$ cat config.mk
export PLATFORM = sky130hd
export DESIGN_NAME = servo_ramp_ctrl
export DESIGN_NICKNAME = d
export VERILOG_FILES = /design/src/rtl/servo_pkg.sv /design/src/rtl/servo_frame_tick.sv /design/src/rtl/servo_ramp_ctrl.sv
export SDC_FILE = /design/constraint.sdc
export NUM_CORES = 1
export LEC_CHECK = 0
export BUFFER_PORTS_ARGS = -buffer_cell sky130_fd_sc_hd__buf_2
export CAP_MARGIN = 20
export CELL_PAD_IN_SITES_DETAIL_PLACEMENT = 1
export CELL_PAD_IN_SITES_GLOBAL_PLACEMENT = 1
export CORE_MARGIN = 2
export CORE_UTILIZATION = 50
export DETAILED_ROUTE_END_ITERATION = 10
export HOLD_SLACK_MARGIN = 0.08
export PLACE_DENSITY_LB_ADDON = 0.3
export REMOVE_ABC_BUFFERS = 1
export SYNTH_ARGS = -nofsm -noshare
export SYNTH_HDL_FRONTEND = slang
export SYNTH_HIERARCHICAL = 1
export SYNTH_SLANG_ARGS = --single-unit
$ cat constraint.sdc
create_clock -name clk_i -period 8.88 [get_ports clk_i]
set_clock_uncertainty 0.15 [all_clocks]
set_input_delay 2.664 -clock clk_i [delete_from_list [all_inputs] [get_ports clk_i]]
set_output_delay 2.664 -clock clk_i [all_outputs]
set_load 0.03 [all_outputs]
$ cat src/rtl/servo_pkg.sv
// Shared types and helpers for the servo ramp scheduler and related servo blocks.
package servo_pkg;

   localparam int unsigned MS_NS     = 1_000_000;
   localparam int unsigned POS_MAX_W = 16;

   typedef enum logic {
      S_IDLE,
      S_UPDATE
   } state_e;

   function automatic int unsigned frame_clocks(input int unsigned clk_per_ns,
                                                input int unsigned frame_ms);
      return (frame_ms * MS_NS) / clk_per_ns;
   endfunction

   // Moves pos toward tgt by at most step; the extra top bit keeps the distance
   // and the sum exact, so the result always lands between pos and tgt.
   function automatic logic [POS_MAX_W-1:0] ramp_step(input logic [POS_MAX_W-1:0] pos,
                                                      input logic [POS_MAX_W-1:0] tgt,
                                                      input logic [POS_MAX_W-1:0] step);
      logic [POS_MAX_W:0] d;
      logic [POS_MAX_W:0] nxt;
      if (tgt >= pos) begin
         d   = {1'b0, tgt} - {1'b0, pos};
         nxt = (d <= {1'b0, step}) ? {1'b0, tgt} : ({1'b0, pos} + {1'b0, step});
      end else begin
         d   = {1'b0, pos} - {1'b0, tgt};
         nxt = (d <= {1'b0, step}) ? {1'b0, tgt} : ({1'b0, pos} - {1'b0, step});
      end
      return nxt[POS_MAX_W-1:0];
   endfunction

endpackage

$ cat src/rtl/servo_frame_tick.sv
// Free-running frame counter: one-cycle tick_o every frame_clocks() clocks.
module servo_frame_tick
   import servo_pkg::*;
#(
   parameter int unsigned CLK_PER_NS = 40,
   parameter int unsigned FRAME_MS   = 20
) (
   input  logic clk_i,
   input  logic rst_ni,
   output logic tick_o
);

   localparam int unsigned   FC   = frame_clocks(CLK_PER_NS, FRAME_MS);
   localparam int unsigned   CW   = (FC > 1) ? $clog2(FC) : 1;
   localparam logic [CW-1:0] LAST = CW'(FC - 1);

   logic [CW-1:0] cnt_q;
   logic [CW-1:0] cnt_d;

   // NOTE: every signal assigned in always_comb gets a value on every path, or a latch is inferred.
   always_comb begin
      tick_o = (cnt_q == LAST);
      cnt_d  = tick_o ? '0 : (cnt_q + CW'(1));
   end

   // NOTE: sequential state uses non-blocking assignments so all flops update together at the edge.
   always_ff @(posedge clk_i or negedge rst_ni) begin
      if (!rst_ni) cnt_q <= '0;
      else         cnt_q <= cnt_d;
   end

endmodule

$ cat src/rtl/servo_ramp_ctrl.sv
// Per-channel target/position scheduler that slews servo positions once per frame.
// Optional done_o pulse when built with SERVO_RAMP_DONE_EN defined.
module servo_ramp_ctrl
   import servo_pkg::*;
#(
   parameter int unsigned CLK_PER_NS = 40,
   parameter int unsigned N          = 8,
   parameter int unsigned NCH        = 4,
   parameter int unsigned FRAME_MS   = 20
) (
   input  logic             clk_i,
   input  logic             rst_ni,
   input  logic             wr_valid_i,
   output logic             wr_ready_o,
   input  logic [3:0]       wr_ch_i,
   input  logic             wr_en_i,
   input  logic [N-1:0]     wr_pos_i,
   input  logic [N-1:0]     step_i,
   output logic [NCH*N-1:0] position_o,
   output logic [NCH-1:0]   en_o,
`ifdef SERVO_RAMP_DONE_EN
   output logic             done_o,
`endif
   output logic             busy_o
);

   localparam int unsigned     CH_W    = (NCH > 1) ? $clog2(NCH) : 1;
   localparam logic [CH_W-1:0] LAST_CH = CH_W'(NCH - 1);
   localparam logic [N-1:0]    MID     = {1'b1, {(N-1){1'b0}}};

   state_e                  state_q;
   logic [CH_W-1:0]         ch_q;
   logic [N-1:0]            step_q;
   logic                    tick_pending_q;
   logic [NCH-1:0][N-1:0]   pos_q;
   logic [NCH-1:0][N-1:0]   tgt_q;
   logic [NCH-1:0]          en_q;
   logic                    busy_q;
   logic                    ready_q;

   logic                    tick;
   logic                    wr_fire;
   logic [N-1:0]            cur_pos;
   logic [N-1:0]            cur_tgt;
   logic [N-1:0]            nxt_pos;
   logic                    busy_d;

   servo_frame_tick #(
      .CLK_PER_NS (CLK_PER_NS),
      .FRAME_MS   (FRAME_MS)
   ) u_frame_tick (
      .clk_i  (clk_i),
      .rst_ni (rst_ni),
      .tick_o (tick)
   );

   assign wr_fire = wr_valid_i && ready_q;

   // A single ramp unit is shared by all channels through the slot mux.
   always_comb begin
      cur_pos = '0;
      cur_tgt = '0;
      busy_d  = 1'b0;
      for (int k = 0; k < NCH; k++) begin
         if (ch_q == CH_W'(k)) begin
            cur_pos = pos_q[k];
            cur_tgt = tgt_q[k];
         end
         busy_d = busy_d | (en_q[k] && (pos_q[k] != tgt_q[k]));
      end
      nxt_pos = N'(ramp_step(POS_MAX_W'(cur_pos), POS_MAX_W'(cur_tgt), POS_MAX_W'(step_q)));
   end

   always_ff @(posedge clk_i or negedge rst_ni) begin
      if (!rst_ni) begin
         state_q        <= S_IDLE;
         ch_q           <= '0;
         step_q         <= '0;
         tick_pending_q <= 1'b0;
         // NOTE: the position/target arrays are small register files that must come up at midscale, so they are reset like any other flop.
         pos_q          <= {NCH{MID}};
         tgt_q          <= {NCH{MID}};
         en_q           <= '0;
         busy_q         <= 1'b0;
         ready_q        <= 1'b0;
      end else begin
         busy_q <= busy_d;
         unique case (state_q)
            S_IDLE: begin
               if (wr_fire) begin
                  for (int k = 0; k < NCH; k++) begin
                     if (wr_ch_i == 4'(k)) begin
                        if (wr_en_i) tgt_q[k] <= wr_pos_i;
                        en_q[k] <= wr_en_i;
                     end
                  end
               end
               if (tick || tick_pending_q) begin
                  state_q        <= S_UPDATE;
                  ch_q           <= '0;
                  step_q         <= step_i;
                  tick_pending_q <= 1'b0;
                  ready_q        <= 1'b0;
               end else begin
                  ready_q <= 1'b1;
               end
            end
            S_UPDATE: begin
               if (tick) tick_pending_q <= 1'b1;
               for (int k = 0; k < NCH; k++) begin
                  if ((ch_q == CH_W'(k)) && en_q[k]) pos_q[k] <= nxt_pos;
               end
               if (ch_q == LAST_CH) begin
                  state_q <= S_IDLE;
                  ready_q <= 1'b1;
               end else begin
                  ch_q <= ch_q + CH_W'(1);
               end
            end
         endcase
      end
   end

`ifdef SERVO_RAMP_DONE_EN
   logic done_q;

   always_ff @(posedge clk_i or negedge rst_ni) begin
      if (!rst_ni) done_q <= 1'b0;
      else         done_q <= busy_q && !busy_d;
   end

   assign done_o = done_q;
`endif

   assign wr_ready_o = ready_q;
   assign position_o = pos_q;
   assign en_o       = en_q;
   assign busy_o     = busy_q;

endmodule

==> results of run 1 <==
stage by stage:
step	worst slack, ps	hold slack, ps	instances	utilization [%]
finish	2628	354.8	984	57.40
global route	2029	382.4	984	57.40
CTS	2679	350.7	981	57.05
detailed placement	2756	330.9	965	54.93
global placement	3133	322.8	965	54.93
floorplan	3584	314.7	723	-
critical path: stages (launching register included):
cell and delay (ps):
dfrtp_1 450, inv_1 100, ha_1 480, nand2_1 170
nor2_1 50, a21oi_1 130, nor2_1 50, a21oi_1 120
nor2_1 50, a21oi_1 440, ha_1 380, ha_1 220
nor2_1 230, o21ai_0 120, a21oi_1 270, o21bai_1 110
a21oi_1 220, xnor2_1 150, ha_1 260, a21oi_1 180
o21ai_0 120, and2_1 170, o31ai_1 430, nand3_2 160
mux2i_1 360, mux2_2 420, o21ai_0 150
final cells by class:
cell class	count	area, µm²
Clock inverter	7	57.56
Timing Repair Buffer	69	391.6
Clock buffer	9	225.2
Tap cell	176	220.2
Multi-Input combinational cell	578	4064
Fill cell	1553	5687
Sequential cell	101	2537
Inverter	44	165.2
routing by layer:
metal,GRT usage [%],up-vias,share of wire (%)
met5,0,-,0
met4,8.190,0,1.7
met3,3.947,29,3.4
met2,50.70,129,50
met1,39.61,3044,45
li1,-,2730,-
power groups by stage:
| stage | Sequential, W | Clock, W | Combinational [W] |
|---|---|---|---|
| 5_1_grt | 0.000541 | 0.000408 | 0.000510 |
| 6_report | 0.000537 | 0.000388 | 0.000460 |
| 2_1_floorplan | 0.000543 | 0 | 0.000315 |
| 4_1_cts | 0.000535 | 0.000395 | 0.000456 |
| 3_5_place_dp | 0.000544 | 0 | 0.000451 |
| 3_3_place_gp | 0.000540 | 0 | 0.000435 |
kinds of logic after synthesis:
kind of cell,synth area share [%]
simple gates,16.78
compound gates,16.29
flops,36.87
buf+inv,4.073
xor+xnor,8.655
fa+ha+maj,10.11
mux,7.218
sequential cells by signal, summed over array words and instances, names as in the netlist, 2 cells and up:
name,flops
position_o,32
tgt_q,32
u_frame_tick/cnt_q,19
en_o,4
step_q,8
ch_q,2
placed cells by master, fill, tap and decap left out, drive strengths merged, types with 6 or more instances in the layout:
master,synthesis,layout
xnor2,57,57
a21o,6,6
xor2,11,11
ha,50,50
nand3b,7,7
mux2,42,42
dfrtp,93,93
o21ai,54,54
buf,12,69
inv,43,45
o21bai,9,9
and3,10,10
a21oi,68,68
nand4,15,15
dfstp,8,8
nor2,64,64
o21a,8,8
nand2,77,77
clkbuf,14,9
nand3,26,26
final timing paths:
check | start | end | slack [ps] | cells after the start
worst max-delay path | ch_q[0] | position_o[0] | 2630 | 26
min in group asynchronous | rst_ni | u_frame_tick/cnt_q[8] | 2030 | 1
worst max register to register | ch_q[0] | position_o[0] | 2630 | 26
worst min-delay path | tick_pending_q | tick_pending_q | 350 | 1
worst min register to register | tick_pending_q | tick_pending_q | 350 | 1
max in group asynchronous | rst_ni | position_o[15] | 5600 | 3
synth_stat cells (3+ instances only):
cell type / instances / area share, %
nand3b_1: 7 / 0.76
clkbuf_1: 14 / 0.76
nor4_1: 3 / 0.27
o31ai_1: 4 / 0.44
o21a_1: 7 / 0.76
o21ai_1: 13 / 0.95
nand2_1: 76 / 4.1
a32o_1: 4 / 0.58
a21oi_1: 67 / 4.9
ha_1: 50 / 9.1
xnor2_1: 57 / 7.3
xor2_1: 11 / 1.4
or3_1: 4 / 0.36
o21bai_1: 9 / 0.98
and3_1: 7 / 0.64
nand3_1: 24 / 1.7
a211oi_1: 3 / 0.33
o41ai_1: 4 / 0.51
nor2_1: 63 / 3.4
mux2_2: 41 / 6.7
nor2b_1: 5 / 0.45
nand4_1: 14 / 1.3
dfrtp_1: 93 / 34
a21o_1: 6 / 0.65
inv_1: 43 / 2.3
o21ai_0: 40 / 2.9
buf_2: 8 / 0.58
nor3_1: 5 / 0.36
nand2b_1: 4 / 0.36
dfstp_2: 8 / 3.1
buf_1: 3 / 0.16
fa_1: 3 / 0.87
==> summary.md, run 1 <==
| Metric | Value |
|---|---|
| Switching fraction of total power | `36.76%` |
| Sequential share of the synthesized area | `36.87%` |
| Share of cells above drive strength 1 | `between 15 and 20%` |
| Rows | `42` |
| Worst-path maximum fanout | `17` |
| Comb power frac | `between 30% and 40%` |
| Netlist cell types | `72` |
| Final hold vios | `0` |
| Diodes inserted | `0` |
| HP Class | `flop to flop` |
| DRC violations left | `0` |
| Register share of total power | `38.7%` |
| Routed WL | `20.91 mm` |
| RSZ-0062 raised after global routing | `false` |
| First-pass GRT wire length | `33.53 mm` |
| Outcome | `complete, no violations` |
| GRT Util Overall | `approximately 30%` |
| 1st-iter DRT viols | `431` |
| Core Region | `13,350 µm²` |
| TNS Setup | `0 ps` |
| Largest net degree at the start of global routing | `81` |
| DPL Wire Length | `15.65 mm` |
| Count of final setup violators | `0` |
| Fmax | `159.9 MHz` |
| Post-DR vias/cell | `6.028` |
| Leak pwr | `between 3 and 4 nW` |
| Initial antenna violation count | `0` |
| Final Wtd Congestion | `0.9017` |
| Setup CP Type | `flop to flop` |
| Number of global-route vias before repair | `6,224` |
| Relative slew margins | `~45%` |
| Tcrit/Tclk final | `between 70% and 80%` |
| CTS resizes | `0` |
| IO Pins | `a little over 60` |
| Die Width | `121.3 µm` |
| Chip Height | `121.3 µm` |
| Clk pwr share | `28.0%` |
| H-tree levels | `3` |
| CTS tree | `built` |
| Post-synth EDFFs | `0` |
| Power Total | `0.001385 W` |
| Total gr overflow | `0` |
| Pre-antenna DRT Iters | `7` |
| Full die area | `14,720 µm²` |
| Tmin final | `6252 ps` |
| Synth Flop Type | `dfrtp_1` |
| Arrival time of the worst setup path | `6370 ps` |
| Clock transition at path regs | `80 ps` |
| Final net count | `880` |
| Final Max Slew Viols | `0` |
| Power per Cell Area | `between 150 and 200 nW/µm²` |
| Area Overhead vs Synth | `11.33%` |
| #FFs+latches synth | `101` |
| Synth warn | `6` |
| Worst IR Drop VDD | `between 0.1 and 0.15 mV` |
| Post-synth ARST share | `100.0%` |
| # clock sinks | `101` |
| Post-CTS Setup Inserts | `0` |
| Starting density of the core | `about half` |
| CP startpoint kind | `flop` |
| TritonCTS Buffers | `9` |
| Hold Buf Count CTS | `0` |
| Synthesized area | `between 6000 and 7000 µm²` |
| Routed Antenna Nets | `0` |
| Worst Tran Pin Value | `821.4 ps` |
| Clk Latency, worst-skew pair | `around 360 ps` |
| Max Cap Viol | `0` |
| Clock tree buffer depth | `2` |
| Psw | `0.0005091 W` |
| Mean Syn Cell Area | `9.188 µm²` |
| Cell Area, Placed | `7332 µm²` |
| Gate Count Post-Synth | `749` |
| Critical Path RT | `9000 ps` |
| Root buffer cell | `clkbuf_16` |
| Total number of vias | `5,932` |
| Design Area, Final | `approximately 7700 µm²` |
| Wire per inst | `21.25 µm` |
| Int Power | `0.0008761 W` |
| Port Buffers | `61` |
| Worst setup EP type | `flop` |
(Power assumes the default switching activity.)
==> inputs of run 2 (changes only) <==
Settings changed: ABC_AREA set to 1, CORE_UTILIZATION 50 to 45.
Clock period 8.88 ns to 6.1 ns, I/O delays scaled along.
==> run 2 against run 1 <==
Combinational power rose by 41%; via count is 15% higher; routed wire length increased by 14%; core utilization is 6.1 points lower; first-iteration DRC count is 15% lower; critical path depth is the same; synthesized area increased by 6.9%; synthesized cell count grew 28%; fmax is 14% higher; clock power increased by 42%; register-to-register slack worse by 2000 ps; largest power group unchanged.
==> summary.md, run 2 <==
| Metric | Value |
|---|---|
| Setup CP Type | `flop to flop` |
| Final Wtd Congestion | `0.9216` |
| #FFs+latches synth | `101` |
| Final Max Slew Viols | `0` |
| Tmin final | `5500 ps` |
| Worst Tran Pin Value | `861.6 ps` |
| Critical Path RT | `6200 ps` |
| Leak pwr | `4.175 nW` |
| Synthesized area | `around 7400 µm²` |
| 1st-iter DRT viols | `between 300 and 400` |
| Most common cell after layout, fill and taps aside | `nand2_1` |
| Arrival time of the worst setup path | `5600 ps` |
| Mean Syn Cell Area | `about 7.7 µm²` |
| Hold_ws | `316.6 ps` |
| H-tree levels | `3` |
| DRC violations left | `0` |
| First-pass GRT wire length | `between 30 and 40 mm` |
| Rows | `46` |
| Met3 usage | `around 4.8%` |
| Gr busiest metal | `met2` |
| Synth warn | `6` |
| Total gr overflow | `0` |
| Core Region | `15,940 µm²` |
| Area Overhead vs Synth | `11.24%` |
| Gate Count Post-Synth | `~960` |
| Top-area cell type share of the netlist area | `31.63%` |
| Final hold vios | `0` |
| Clock tree buffer depth | `2` |
| Post-CTS Setup Inserts | `0` |
| Full die area | `~17,000 µm²` |
| Fmax | `181.8 MHz` |
| Largest net degree at the start of global routing | `63` |
| # clock sinks | `101` |
| HP Class | `flop to flop` |
| Post-DR vias/cell | `5.486` |
| CTS tree | `built` |
| Relative slew margins | `41.96%` |
| Cell taking the most area after synthesis | `dfrtp_1` |
| TNS Setup | `0 ps` |
| Synth top cells by count | `nand2_1 (222), inv_1 (115), dfrtp_1 (93)` |
| Share of cells above drive strength 1 | `16.99%` |
| Wire per inst | `19.22 µm` |
| Total number of vias | `6,803` |
| Ranking of synthesized cells by area | `dfrtp_1 (32%), nand2_1 (11%), ha_1 (8.5%)` |
| Synth Flop Type | `dfrtp_1` |
| DPL Wire Length | `18.82 mm` |
| Clock transition at path regs | `approximately 70 ps` |
| Power per Cell Area | `240.5 nW/µm²` |
| IO Pins | `62` |
| RSZ-0062 raised after global routing | `false` |
| Netlist cell types | `48` |
| Worst IR Drop VDD | `about 0.15 mV` |
| Diodes inserted | `0` |
| Count of final setup violators | `0` |
| Max Cap Viol | `0` |
| Number of global-route vias before repair | `7,082` |
| Post-synth EDFFs | `0` |
| Worst-path maximum fanout | `22` |
| Outcome | `complete, no violations` |
| GRT Util Overall | `approximately 28%` |
| Post-synth ARST share | `between 90% and 100%` |
| Die Width | `131.9 µm` |
| Root buffer cell | `clkbuf_16` |
| Routed Antenna Nets | `0` |
| CP startpoint kind | `flop` |
| M1 GR Usage | `37.29%` |
| Starting density of the core | `46.15%` |
| Initial antenna violation count | `0` |
| Top-count cell post-synth | `nand2_1` |
| Clk Latency, worst-skew pair | `360 ps` |
| Final net count | `1,096` |
| Grt met2 use | `48.55%` |
| Most frequent cells in the layout | `nand2_1 (222), inv_1 (115), dfrtp_1 (93), nand3_1 (76), o21ai_0 (64)` |
| TritonCTS Buffers | `9` |
| Routed WL | `between 20 and 25 mm` |
| Tcrit/Tclk final | `90.17%` |
| Pre-antenna DRT Iters | `5` |
| Port Buffers | `61` |
| Worst setup EP type | `flop` |
| Chip Height | `131.9 µm` |
| Sequential share of the synthesized area | `between 30 and 40%` |
-- run 2: routing by layer --
metal | vias to the layer above | routed length, µm
li1 | 3247 | -
met1 | 3348 | 10600
met2 | 178 | 11540
met3 | 30 | 1180
met4 | 0 | 514
met5 | - | 0
-- run 2: power breakdown --
group | total (W) | internal (W) | switching (W)
Clock | 0.000551 | 0.000278 | 0.000272
Sequential | 0.000770 | 0.000720 | 0.0000503
Combinational | 0.000648 | 0.000209 | 0.000438
Total | 0.00197 | 0.00121 | 0.000761
-- run 2: worst paths after layout --
check                                      start               endpoint  slack, ps  depth (start not counted)
max                                      ch_q[0]          position_o[1]        600                         26
max in group asynchronous                 rst_ni         position_o[26]       3320                          2
min reg2reg                u_frame_tick/cnt_q[0]  u_frame_tick/cnt_q[0]        320                          1
max reg2reg                              ch_q[0]          position_o[1]        600                         26
min                        u_frame_tick/cnt_q[0]  u_frame_tick/cnt_q[0]        320                          1
min in group asynchronous                 rst_ni              step_q[4]       1420                          1
-- run 2: cells by family (layout without fill, tap and decap cells) --
| kind of cell | Yosys count | count (layout) | share of synthesized area [%] |
|---|---|---|---|
| AO/OA/AOI/OAI | 161 | 161 | 12.93 |
| XOR/XNOR | 54 | 54 | 6.429 |
| adder cells (fa/ha/maj) | 53 | 53 | 9.320 |
| buffers and inverters | 145 | 211 | 7.738 |
| flip-flops | 101 | 101 | 34.49 |
| multiplexers | 2 | 2 | 0.3061 |
| AND/OR/NAND/NOR | 442 | 442 | 28.79 |
-- run 2: cell type report --
type                       count  area (µm²)
clock buffer                  11       232.7
inverter                     125       469.2
clock inverter                 5       37.54
timing repair buffer          70       375.4
multi-input combinational    712        4262
tap                          216       270.3
sequential                   101        2537
fill                        2052        7759
-- run 2: worst max-delay path, cell delays in order (launching register included) --
cell,delay [ps]
dfrtp_1,430
ha_1,370
inv_1,560
nor2_1,100
o31ai_1,250
o21a_1,320
inv_1,160
ha_1,380
ha_1,210
or2_2,310
nand3_1,90
nand2_1,110
nand2_1,130
o31ai_1,80
xor2_1,160
ha_1,310
nand2_1,130
nor2_1,60
a21oi_1,130
nand2_1,70
o41ai_2,50
clkbuf_4,280
nand2_4,110
nand2_1,110
nand3_2,140
nand3_1,120
nand2_1,60
-- run 2: per-stage QoR --
step,total power (W),setup WS [ps],instances,instance area [µm²],util [%]
after CTS,0.001980,145.3,1239,8165,51.22
final,0.001968,599.9,1240,8184,51.33
after global routing,0.002085,106.9,1240,8184,51.33
after floorplan,0.001225,1281,938,7257,-
after global placement,0.001392,340.9,1223,7895,49.52
after detailed placement,0.001415,163.2,1223,7895,49.52
-- run 2: timing repair --
item	CTS	global route
hold buffers	0	0
setup endpoints to repair	0	1
resized for setup	0	1
